<file path="config.mk">
export PLATFORM = sky130hd
export DESIGN_NAME = uart_tx_bus_slave_flat
export DESIGN_NICKNAME = d
export VERILOG_FILES = /design/src/rtl/uart_tx_bus_slave_if.sv /design/src/rtl/uart_tx_bus_slave.sv /design/src/flat_wrapper.sv
export SDC_FILE = /design/constraint.sdc
export NUM_CORES = 1
export LEC_CHECK = 0
export BUFFER_PORTS_ARGS = -buffer_cell sky130_fd_sc_hd__buf_2
export CAP_MARGIN = 20
export CORE_UTILIZATION = 38
export DETAILED_ROUTE_END_ITERATION = 10
export PLACE_DENSITY = 0.63
export SETUP_SLACK_MARGIN = 0.05
export SYNTH_ARGS = -nofsm -noshare
export SYNTH_HDL_FRONTEND = slang
export SYNTH_SLANG_ARGS = --single-unit
</file>
<file path="constraint.sdc">
create_clock -name clk -period 4.4 [get_ports clk]
set_clock_uncertainty 0.05 [all_clocks]
set_input_delay 0.22 -clock clk [delete_from_list [all_inputs] [get_ports clk]]
set_output_delay 0.22 -clock clk [all_outputs]
set_load 0.05 [all_outputs]
</file>
<file path="src/rtl/uart_tx_bus_slave_if.sv">
// CPU data-memory bus as seen by the UART transmitter: the CPU side drives
// select, direction, address, byte enables and write data; the slave returns read data.
interface uart_tx_bus_slave_if;
   logic        ce;
   logic        we;
   logic [31:0] addr;
   logic [3:0]  sel;
   logic [31:0] data_i;
   logic [31:0] data_o;

   modport master (output ce, we, addr, sel, data_i, input data_o);
   modport slave  (input ce, we, addr, sel, data_i, output data_o);
endinterface

</file>
<file path="src/rtl/uart_tx_bus_slave.sv">
// Memory-mapped 8N1 UART transmitter with a transmit FIFO and a programmable bit period.
// Define UART_TX_IRQ_EN to build the CTRL.irq_en bit and the registered idle interrupt.
module uart_tx_bus_slave #(
   parameter int          FIFO_DEPTH  = 8,
   parameter logic [15:0] DEFAULT_DIV = 16'd434
) (
   input  logic               clk,
   input  logic               rst,
   uart_tx_bus_slave_if.slave bus,
   output logic               tx,
   output logic               irq
);
   localparam int AW = $clog2(FIFO_DEPTH);

   typedef enum logic [1:0] {IDLE, START, DATA, STOP} state_t;

   state_t        state, state_nx;
   logic [7:0]    mem [FIFO_DEPTH];
   logic [AW-1:0] wr_ptr, rd_ptr;
   logic [6:0]    count;
   logic          full, empty, busy, ovf;
   logic [15:0]   div, div_m1, per_m1, per_nx, cnt, cnt_nx;
   logic [2:0]    bit_cnt, bit_nx;
   logic [7:0]    shift, shift_nx;
   logic          tx_nx, pop, push, accept, wr_en, irq_en;
   logic [1:0]    reg_sel;
   logic          unused_bits;

   assign wr_en   = bus.ce & bus.we;
   assign reg_sel = bus.addr[3:2];
   assign push    = wr_en && (reg_sel == 2'd0) && bus.sel[0];
   assign full    = (count == 7'(FIFO_DEPTH));
   assign empty   = (count == 7'd0);
   assign accept  = push & ~full;
   assign busy    = (state != IDLE);
   // A divisor of 0 behaves as 1, so the reload value saturates at 0.
   assign div_m1  = (div == 16'd0) ? 16'd0 : div - 16'd1;

   assign unused_bits = ^{bus.addr[31:4], bus.addr[1:0], bus.sel[3:2], bus.data_i[31:16]};

   always_ff @(posedge clk or negedge rst) begin
      if (!rst) begin
         wr_ptr <= '0;
         rd_ptr <= '0;
         count  <= '0;
         ovf    <= 1'b0;
      end else begin
         if (accept) wr_ptr <= wr_ptr + AW'(1);
         if (pop)    rd_ptr <= rd_ptr + AW'(1);
         case ({accept, pop})
            2'b10:   count <= count + 7'd1;
            2'b01:   count <= count - 7'd1;
            default: count <= count;
         endcase
         if (push && full)
            ovf <= 1'b1;
         else if (wr_en && (reg_sel == 2'd1) && bus.sel[0] && bus.data_i[3])
            ovf <= 1'b0;
      end
   end

   always_ff @(posedge clk) begin
      if (accept) mem[wr_ptr] <= bus.data_i[7:0];
   end

   always_ff @(posedge clk or negedge rst) begin
      if (!rst) begin
         div <= DEFAULT_DIV;
      end else if (wr_en && (reg_sel == 2'd2)) begin
         if (bus.sel[0]) div[7:0]  <= bus.data_i[7:0];
         if (bus.sel[1]) div[15:8] <= bus.data_i[15:8];
      end
   end

   // Serialiser: tx is registered from the state of the previous cycle.
   always_ff @(posedge clk or negedge rst) begin
      if (!rst) begin
         state   <= IDLE;
         cnt     <= '0;
         bit_cnt <= '0;
         tx      <= 1'b1;
      end else begin
         state   <= state_nx;
         cnt     <= cnt_nx;
         bit_cnt <= bit_nx;
         tx      <= tx_nx;
      end
   end

   always_ff @(posedge clk) begin
      shift  <= shift_nx;
      per_m1 <= per_nx;
   end

   always_comb begin
      state_nx = state;
      cnt_nx   = cnt;
      bit_nx   = bit_cnt;
      shift_nx = shift;
      per_nx   = per_m1;
      tx_nx    = 1'b1;
      pop      = 1'b0;
      case (state)
         IDLE: begin
            if (!empty) begin
               pop      = 1'b1;
               state_nx = START;
               shift_nx = mem[rd_ptr];
               per_nx   = div_m1;
               cnt_nx   = div_m1;
            end
         end
         START: begin
            tx_nx = 1'b0;
            if (cnt == 16'd0) begin
               state_nx = DATA;
               cnt_nx   = per_m1;
               bit_nx   = 3'd0;
            end else begin
               cnt_nx = cnt - 16'd1;
            end
         end
         DATA: begin
            tx_nx = shift[0];
            if (cnt == 16'd0) begin
               cnt_nx   = per_m1;
               shift_nx = shift >> 1;
               bit_nx   = bit_cnt + 3'd1;
               if (bit_cnt == 3'd7) state_nx = STOP;
            end else begin
               cnt_nx = cnt - 16'd1;
            end
         end
         STOP: begin
            tx_nx = 1'b1;
            if (cnt == 16'd0) begin
               if (!empty) begin
                  pop      = 1'b1;
                  state_nx = START;
                  shift_nx = mem[rd_ptr];
                  per_nx   = div_m1;
                  cnt_nx   = div_m1;
               end else begin
                  state_nx = IDLE;
               end
            end else begin
               cnt_nx = cnt - 16'd1;
            end
         end
         default: state_nx = IDLE;
      endcase
   end

`ifdef UART_TX_IRQ_EN
   always_ff @(posedge clk or negedge rst) begin
      if (!rst) begin
         irq_en <= 1'b0;
         irq    <= 1'b0;
      end else begin
         if (wr_en && (reg_sel == 2'd3) && bus.sel[0]) irq_en <= bus.data_i[0];
         irq <= irq_en & empty & ~busy;
      end
   end
`else
   assign irq_en = 1'b0;
   assign irq    = 1'b0;
`endif

   always_comb begin
      bus.data_o = 32'd0;
      if (bus.ce && !bus.we) begin
         case (reg_sel)
            2'd1:    bus.data_o = {17'd0, count, 4'd0, ovf, empty, full, busy};
            2'd2:    bus.data_o = {16'd0, div};
            2'd3:    bus.data_o = {31'd0, irq_en};
            default: bus.data_o = 32'd0;
         endcase
      end
   end
endmodule

</file>
<file path="src/flat_wrapper.sv">
// flat-port wrapper written by rule: the top's interface ports become plain ports
module uart_tx_bus_slave_flat 
#(
   parameter int          FIFO_DEPTH  = 8,
   parameter logic [15:0] DEFAULT_DIV = 16'd434
)
  (clk, rst, tx, irq, bus_ce, bus_we, bus_addr, bus_sel, bus_data_i, bus_data_o);
  uart_tx_bus_slave_if bus_i ();
  input  logic clk;
  input  logic rst;
  output logic tx;
  output logic irq;
  input wire logic [$bits(bus_i.ce)-1:0] bus_ce;
  input wire logic [$bits(bus_i.we)-1:0] bus_we;
  input wire logic [$bits(bus_i.addr)-1:0] bus_addr;
  input wire logic [$bits(bus_i.sel)-1:0] bus_sel;
  input wire logic [$bits(bus_i.data_i)-1:0] bus_data_i;
  output wire logic [$bits(bus_i.data_o)-1:0] bus_data_o;
  assign bus_i.ce = bus_ce;
  assign bus_i.we = bus_we;
  assign bus_i.addr = bus_addr;
  assign bus_i.sel = bus_sel;
  assign bus_i.data_i = bus_data_i;
  assign bus_data_o = bus_i.data_o;
  uart_tx_bus_slave #(.FIFO_DEPTH(FIFO_DEPTH), .DEFAULT_DIV(DEFAULT_DIV)) u_core (.clk(clk), .rst(rst), .bus(bus_i), .tx(tx), .irq(irq));
endmodule
</file>
==> After elaboration in Yosys (flattened, before gate mapping) <==
Memories as Yosys holds them, arrays and structs flattened.
Cells that the tools add are included.
{ "totals": {"reg_bits": 76, "latchBits": 0, "ram_bits": 64, "romBits": 0, "in_bits": 72, "word_cells": 97, "memories": 1} }
{ "memory_table": {"columns": ["name", "depth", "width", "read_ports", "rd_ports_with_merged_regs", "wr", "line", "source"], "rows": [
  ["u_core.mem", 8, 8, 1, 0, 1, "uart_tx_bus_slave.sv:18", "logic [7:0] mem [FIFO_DEPTH];"]
]} }
{ "classes": {"addsub": 7, "n_mul": 0, "div": 0, "n_lt_le_gt_ge": 0, "eq_ne": 14, "shifts": 0, "mux": 33, "bitwise_logic": 3, "reduce_logical": 27} }
{ "op_table": {"columns": ["operator", "n"], "rows": [
  ["$mux 16", 6],
  ["$pmux 16 s2", 2],
  ["$pmux 16 s3", 1],
  ["$logic_not 16->1", 2],
  ["$mux 32", 1],
  ["$sub 16x1->16 const B", 2],
  ["$mux 8", 3],
  ["$pmux 8 s3", 1],
  ["$pmux 7 s2", 1],
  ["$mux 2", 5],
  ["$reduce_bool 2->1", 5],
  ["$add 3x1->3 const B", 3],
  ["$eq 2x2->1 const B", 4],
  ["$logic_and 1x1->1", 8],
  ["$ne 2x1->1 const B", 4],
  ["$pmux 2 s4", 1],
  ["$add 7x1->7 const B", 1],
  ["$eq 7x4->1 const B", 1],
  ["$logic_not 7->1", 1],
  ["$mux 1", 7],
  ["$sub 7x1->7 const B", 1],
  ["$eq 2x1->1 const B", 3],
  ["$mux 3", 2],
  ["$pmux 3 s2", 1],
  ["other kinds (12)", 18]
]} }

==> Longest topological paths before layout <==
{ "depth": {"word_depth": 6, "mapped_depth": 15, "depth_no_buf": 14} }

==> Worst setup path before layout <==
Ideal clock, no wire load.
{ "synth_timing": {"kind": "reg2reg", "from": "register u_core.cnt[0]", "to": "register u_core.count[6]", "setup_time_ns": 0.079, "arrival_time_ns": 3.327, "required_time_ns": 4.271, "slack_ns": 0.944, "path_stages_with_launch": 15, "n_path_buf": 1, "period_less_slack_ns": 3.456, "cell_sequence": "dfrtp_1 -> inv_1 -> ha_1 -> nor4b_1 -> and4_1 -> clkbuf_1 -> a21oi_1 -> nor3_2 -> ha_1 -> ha_1 -> nor2b_1 -> o31a_1 -> or4_1 -> nand3_1 -> xor2_1"} }
{ "synth_via": {"elab_chain_cells": 5, "word_cells_on_any_way": 7, "classes_between": "2 x eq/ne; 3 x mux; 2 x reduce/logical"} }
{ "synth_rtl": {"columns": ["item", "line", "source"], "rows": [
  ["start: declaration", "uart_tx_bus_slave.sv:22", "logic [15:0] div, div_m1, per_m1, per_nx, cnt, cnt_nx;"],
  ["start signal: assignment", "uart_tx_bus_slave.sv:84", "cnt <= cnt_nx;"],
  ["$logic_not 16->1 *", "uart_tx_bus_slave.sv:136", "if (cnt == 16'd0) begin"],
  ["$mux 1 *", "uart_tx_bus_slave.sv:136", null],
  ["$pmux 1 s2 *", "uart_tx_bus_slave.sv:103", "case (state)"],
  ["via u_core.pop", "uart_tx_bus_slave.sv:25", "logic tx_nx, pop, push, accept, wr_en, irq_en;"],
  ["$eq 2x1->1 / $eq 2x2->1 (equally long branches)", "uart_tx_bus_slave.sv:50", "case ({accept, pop})"],
  ["$pmux 7 s2 / $reduce_bool 2->1 (equally long branches)", null, null],
  ["end signal: assignment", "uart_tx_bus_slave.sv:51", "2'b10: count <= count + 7'd1;"],
  ["end signal: assignment", "uart_tx_bus_slave.sv:52", "2'b01: count <= count - 7'd1;"],
  ["end signal: assignment", "uart_tx_bus_slave.sv:53", "default: count <= count;"],
  ["end: declaration", "uart_tx_bus_slave.sv:20", "logic [6:0] count;"]
]} }
Mark *: on every way through the listed nets, which the timed path passes. The rest lies on a longest branch.
A chain may end at the register's enable or synchronous reset.

==> Worst setup path in the final report <==
Ends and elaborated chain as after synthesis.

==> report_table.html <==
<table>
<tr><th>Metric</th><th>Value</th></tr>
<tr><th colspan="2">Status</th></tr>
<tr><td>Run status</td><td>finished clean</td></tr>
<tr><th colspan="2">Global route</th></tr>
<tr><td>Overall global routing resource usage</td><td>0.176</td></tr>
<tr><td>Grt total ovfl</td><td>0</td></tr>
<tr><td>Global-route wire length before repair</td><td>26,400 um</td></tr>
<tr><td>Largest net degree at the start of global routing</td><td>53</td></tr>
<tr><td>Via count of the first global-routing pass</td><td>4,890</td></tr>
<tr><td>Initial antenna violation count</td><td>0</td></tr>
<tr><th colspan="2">CTS</th></tr>
<tr><td>Number of clock buffers inserted by TritonCTS</td><td>17</td></tr>
<tr><td>CTS tree</td><td>built</td></tr>
<tr><td>Library cell used as clock root buffer</td><td>clkbuf_16</td></tr>
<tr><td>Bufs on Longest Clock Path</td><td>2</td></tr>
<tr><td>Total clock sinks</td><td>140</td></tr>
<tr><td>Post-CTS Setup Bufs</td><td>0</td></tr>
<tr><td>Clock insertion delay at the later pin of the skew report</td><td>0.42 ns</td></tr>
<tr><td>Clock transition time at the flip-flop clock pins of the worst setup and hold paths</td><td>0.06 ns</td></tr>
<tr><td>H-tree level count</td><td>4</td></tr>
<tr><th colspan="2">Logic synthesis</th></tr>
<tr><td>Mean post-synth cell area</td><td>12.4 um^2</td></tr>
<tr><td>Simple logic cell fraction of the synthesized area</td><td>0.132</td></tr>
<tr><td>Synthesized-area fraction occupied by adder cells</td><td>0.0389</td></tr>
<tr><td>Proportion of register bits with asynchronous set or reset after synthesis</td><td>0.371</td></tr>
<tr><td>Share of the synthesized netlist area taken by xor and xnor gates</td><td>0.0265</td></tr>
<tr><td>Complex-gate fraction of the synthesized area</td><td>0.110</td></tr>
<tr><td>Yosys cell types</td><td>73</td></tr>
<tr><td>Top cells by area in the synthesized netlist</td><td>edfxtp_1 36%, dfrtp_1 16%, mux4_2 5.0%, mux2_2 4.0%, ha_1 3.6%</td></tr>
<tr><td>Synth warnings</td><td>0</td></tr>
<tr><td>Post-synthesis cell area</td><td>0.00727 mm^2</td></tr>
<tr><td>Multiplexer area fraction after synthesis</td><td>0.0995</td></tr>
<tr><td>Gate count after technology mapping</td><td>587</td></tr>
<tr><td>Main synth FF type</td><td>edfxtp_1</td></tr>
<tr><td>Yosys top cell area share</td><td>0.364</td></tr>
<tr><td>Number of flops mapped to enable cells by yosys</td><td>88</td></tr>
<tr><td>Cell type contributing the most total cell area after synthesis</td><td>edfxtp_1</td></tr>
<tr><td>Post-synthesis register bit count</td><td>140</td></tr>
<tr><td>Largest family of logic cells by synthesized area</td><td>simple AND/OR/NAND/NOR gates</td></tr>
<tr><td>Proportion of synthesized chip area in sequential cells</td><td>0.544</td></tr>
<tr><th colspan="2">Worst setup path</th></tr>
<tr><td>Data required time at the worst endpoint</td><td>4.69 ns</td></tr>
<tr><td>Critical setup path kind</td><td>reg -&gt; reg</td></tr>
<tr><td>Reg2reg setup slack</td><td>0.46 ns</td></tr>
<tr><td>CP max FO</td><td>7</td></tr>
<tr><td>CP Capture Type</td><td>flip-flop</td></tr>
<tr><td>Startpoint types</td><td>flip-flop</td></tr>
<tr><td>Launching point of the worst reg2reg path</td><td>u_core.cnt[0]$_DFF_PN0_</td></tr>
<tr><td>Arrival @ worst endpoint</td><td>4.23 ns</td></tr>
<tr><td>Endpoint of the most critical register-to-register path</td><td>u_core.count[6]$_DFFE_PN0P_</td></tr>
<tr><td>Worst reg-to-reg path cell count</td><td>13</td></tr>
<tr><th colspan="2">Timing</th></tr>
<tr><td>Final worst-path cycle share</td><td>0.895</td></tr>
<tr><td>Setup repair after global routing missed its margin</td><td>no</td></tr>
<tr><td>Hold violation total from the final report</td><td>0</td></tr>
<tr><td>Setup violation total in the final timing report</td><td>0</td></tr>
<tr><td>Max-slew headroom</td><td>0.389</td></tr>
<tr><td>Worst Tran Pin Value</td><td>0.909 ns</td></tr>
<tr><td>Aggregate negative setup slack</td><td>0 ns</td></tr>
<tr><td>Fin crit period</td><td>3.94 ns</td></tr>
<tr><td>Max-slew violation count</td><td>0</td></tr>
<tr><td>Fin worst setup slack</td><td>0.464 ns</td></tr>
<tr><td>Maximum frequency from static timing analysis</td><td>0.254 GHz</td></tr>
<tr><th colspan="2">Route</th></tr>
<tr><td>DR WL/cell</td><td>18.2 um</td></tr>
<tr><td>Sum of routed wire length over all layers</td><td>16,000 um</td></tr>
<tr><td>DR vias</td><td>4,906</td></tr>
<tr><td>Count of antenna-violating nets left after detailed routing</td><td>0</td></tr>
<tr><td>Number of vias per cell</td><td>5.59</td></tr>
<tr><td>Initial drt markers</td><td>374</td></tr>
<tr><td>Count of unresolved DRC violations after routing</td><td>0</td></tr>
<tr><td>First-pass detailed-route iteration total</td><td>6</td></tr>
<tr><th colspan="2">Layout</th></tr>
<tr><td>Share of layout cells above drive strength 1</td><td>0.218</td></tr>
<tr><td>Ant diodes</td><td>0</td></tr>
<tr><td>NumNets Final</td><td>724</td></tr>
<tr><td>Growth of design area from synthesis to finish</td><td>14.5%</td></tr>
<tr><td>Non-Filler Cell Area, Final</td><td>0.00832 mm^2</td></tr>
<tr><th colspan="2">Worst hold path</th></tr>
<tr><td>Min-Delay Endpoint</td><td>u_core.mem[5][7]$_DFFE_PP_</td></tr>
<tr><td>Hold wc startpoint</td><td>bus_data_i[7]</td></tr>
<tr><td>Number of cells on the worst hold path</td><td>1</td></tr>
<tr><td>Worst min-delay path class</td><td>in -&gt; reg</td></tr>
<tr><th colspan="2">Place</th></tr>
<tr><td>Final GP Congestion</td><td>0.854</td></tr>
<tr><td>HPWL after DPL</td><td>10,900 um</td></tr>
<tr><td>Input/output buffers</td><td>40</td></tr>
<tr><td>Area after DPL</td><td>0.00761 mm^2</td></tr>
<tr><td>Worst setup slack after placement</td><td>0.490 ns</td></tr>
<tr><th colspan="2">Power</th></tr>
<tr><td>Worst VDD drop</td><td>0.000350 V</td></tr>
<tr><td>Cell Pwr Density</td><td>682 mW/mm^2</td></tr>
<tr><td>Total leakage power</td><td>3.21 nW</td></tr>
<tr><th colspan="2">Floorplan</th></tr>
<tr><td>Die span in x</td><td>140 um</td></tr>
<tr><td>Die boundary height</td><td>140 um</td></tr>
<tr><td>Row count</td><td>50</td></tr>
<tr><td>Ports placed on the boundary</td><td>106</td></tr>
<tr><td>Die area</td><td>0.0197 mm^2</td></tr>
<tr><td>Effective utilization at floorplan</td><td>0.389</td></tr>
<tr><td>Floorplan core area</td><td>0.0187 mm^2</td></tr>
<tr><th colspan="2">Job</th></tr>
<tr><td>Number of max-cap violations</td><td>0</td></tr>
</table>
per-stage QoR:
| stage | std cells | power (W) | hold WS (ns) | utilization |
|---|---|---|---|---|
| 2_1_floorplan | 603 | 0.00372 | -0.126 | - |
| 3_3_place_gp | 835 | 0.00415 | 0.349 | 0.407 |
| 3_5_place_dp | 835 | 0.00422 | 0.357 | 0.407 |
| 4_1_cts | 876 | 0.00567 | 0.0243 | 0.443 |
| 5_1_grt | 877 | 0.00603 | 0.0384 | 0.445 |
| 6_report | 877 | 0.00568 | 0.0432 | 0.445 |
layout by cell type (no fill, tap or decap), types with 9 or more instances in the layout:
cell,count
a21oi_1,22
a22oi_1,11
buf_2,40
buf_4,10
clkbuf_16,17
conb_1,17
dfrtp_1,46
dlygate4sd3_1,9
edfxtp_1,88
ha_1,21
inv_1,16
mux2_2,26
mux4_2,16
nand2_1,23
nand2b_1,10
nor2_1,50
nor3_1,19
o21ai_0,17
or4_1,9
xnor2_1,10
xor2_1,12
logic make-up after synthesis:
logic type,after synthesis
simple gates,171
xor+xnor,22
other cells,1
compound gates,114
buf+inv,68
mux,49
flops,140
fa+ha+maj,22
worst max-delay path: stages, from the launching register on:
cell     delay (ns)
dfrtp_1        0.41
inv_1          0.09
ha_1           0.23
nor4b_1        0.42
and4_1         0.32
a21oi_1        0.12
nor3_2         0.31
ha_1           0.40
ha_1           0.32
nor2b_1        0.16
o31a_1         0.27
or4_1          0.48
nand3_1        0.11
xor2_1         0.14
worst max path at each step:
| stage | slack [ns] | from | end |
|---|---|---|---|
| after CTS | 0.47 | u_core.cnt[0]$_DFF_PN0_ | u_core.count[6]$_DFFE_PN0P_ |
| after global routing | 0.17 | u_core.cnt[0]$_DFF_PN0_ | u_core.count[6]$_DFFE_PN0P_ |
| after floorplan | 0.94 | u_core.cnt[0]$_DFF_PN0_ | u_core.count[6]$_DFFE_PN0P_ |
| after global placement | 0.55 | u_core.cnt[0]$_DFF_PN0_ | u_core.count[6]$_DFFE_PN0P_ |
| after detailed placement | 0.49 | u_core.cnt[0]$_DFF_PN0_ | u_core.count[6]$_DFFE_PN0P_ |
| final | 0.46 | u_core.cnt[0]$_DFF_PN0_ | u_core.count[6]$_DFFE_PN0P_ |
flip-flops by register name (all words and copies together), names as in the netlist:
signal          flops
u_core.bit_cnt      3
u_core.cnt         16
u_core.count        7
u_core.div         16
u_core.mem         64
u_core.ovf          1
u_core.per_m1      16
u_core.rd_ptr       3
u_core.shift        8
u_core.state        2
u_core.tx           1
u_core.wr_ptr       3
layer usage:
metal	global-route usage	wire length [um]	vias up
li1	-	-	2316
met1	0.238	7210	2417
met2	0.277	7680	158
met3	0.0441	855	15
met4	0.0561	219	0
met5	0	0	-
cell type report:
class / instances / area (um^2)
Clock buffer: 17 / 425
Clock inverter: 15 / 163
Fill cell: 1661 / 10400
Inverter: 16 / 60.1
Multi-Input combinational cell: 395 / 3030
Sequential cell: 140 / 3950
Tap cell: 234 / 293
Timing Repair Buffer: 60 / 393
synth_stat cells (5+ instances only):
cell / instances
o21ai_0: 17
a31oi_1: 5
or3_1: 6
xnor2_1: 10
buf_2: 11
or4_1: 9
a22o_1: 7
nand4_1: 5
a22oi_1: 11
nand2_1: 23
inv_1: 16
dfstp_2: 6
nor3_1: 19
nor3b_1: 5
mux4_2: 16
mux2i_1: 7
a211oi_1: 5
nor4_1: 6
nand3_1: 5
nor2_1: 50
o22ai_1: 8
mux2_2: 26
edfxtp_1: 88
ha_1: 21
dfrtp_1: 46
buf_4: 17
and2_1: 6
nand2b_1: 10
a21oi_1: 22
xor2_1: 12
clkbuf_1: 16
power breakdown:
part	internal (W)	switching [W]	total [W]
registers	0.00180	0.000366	0.00217
logic	0.000930	0.00116	0.00209
clock network	0.000845	0.000578	0.00142
total	0.00358	0.00210	0.00568
timing repair:
action,in CTS,in global routing
hold endpoints to repair,54,0
hold buffers,9,0
gates resized for setup,0,0
No activity file was read; power rests on OpenSTA's default activity.
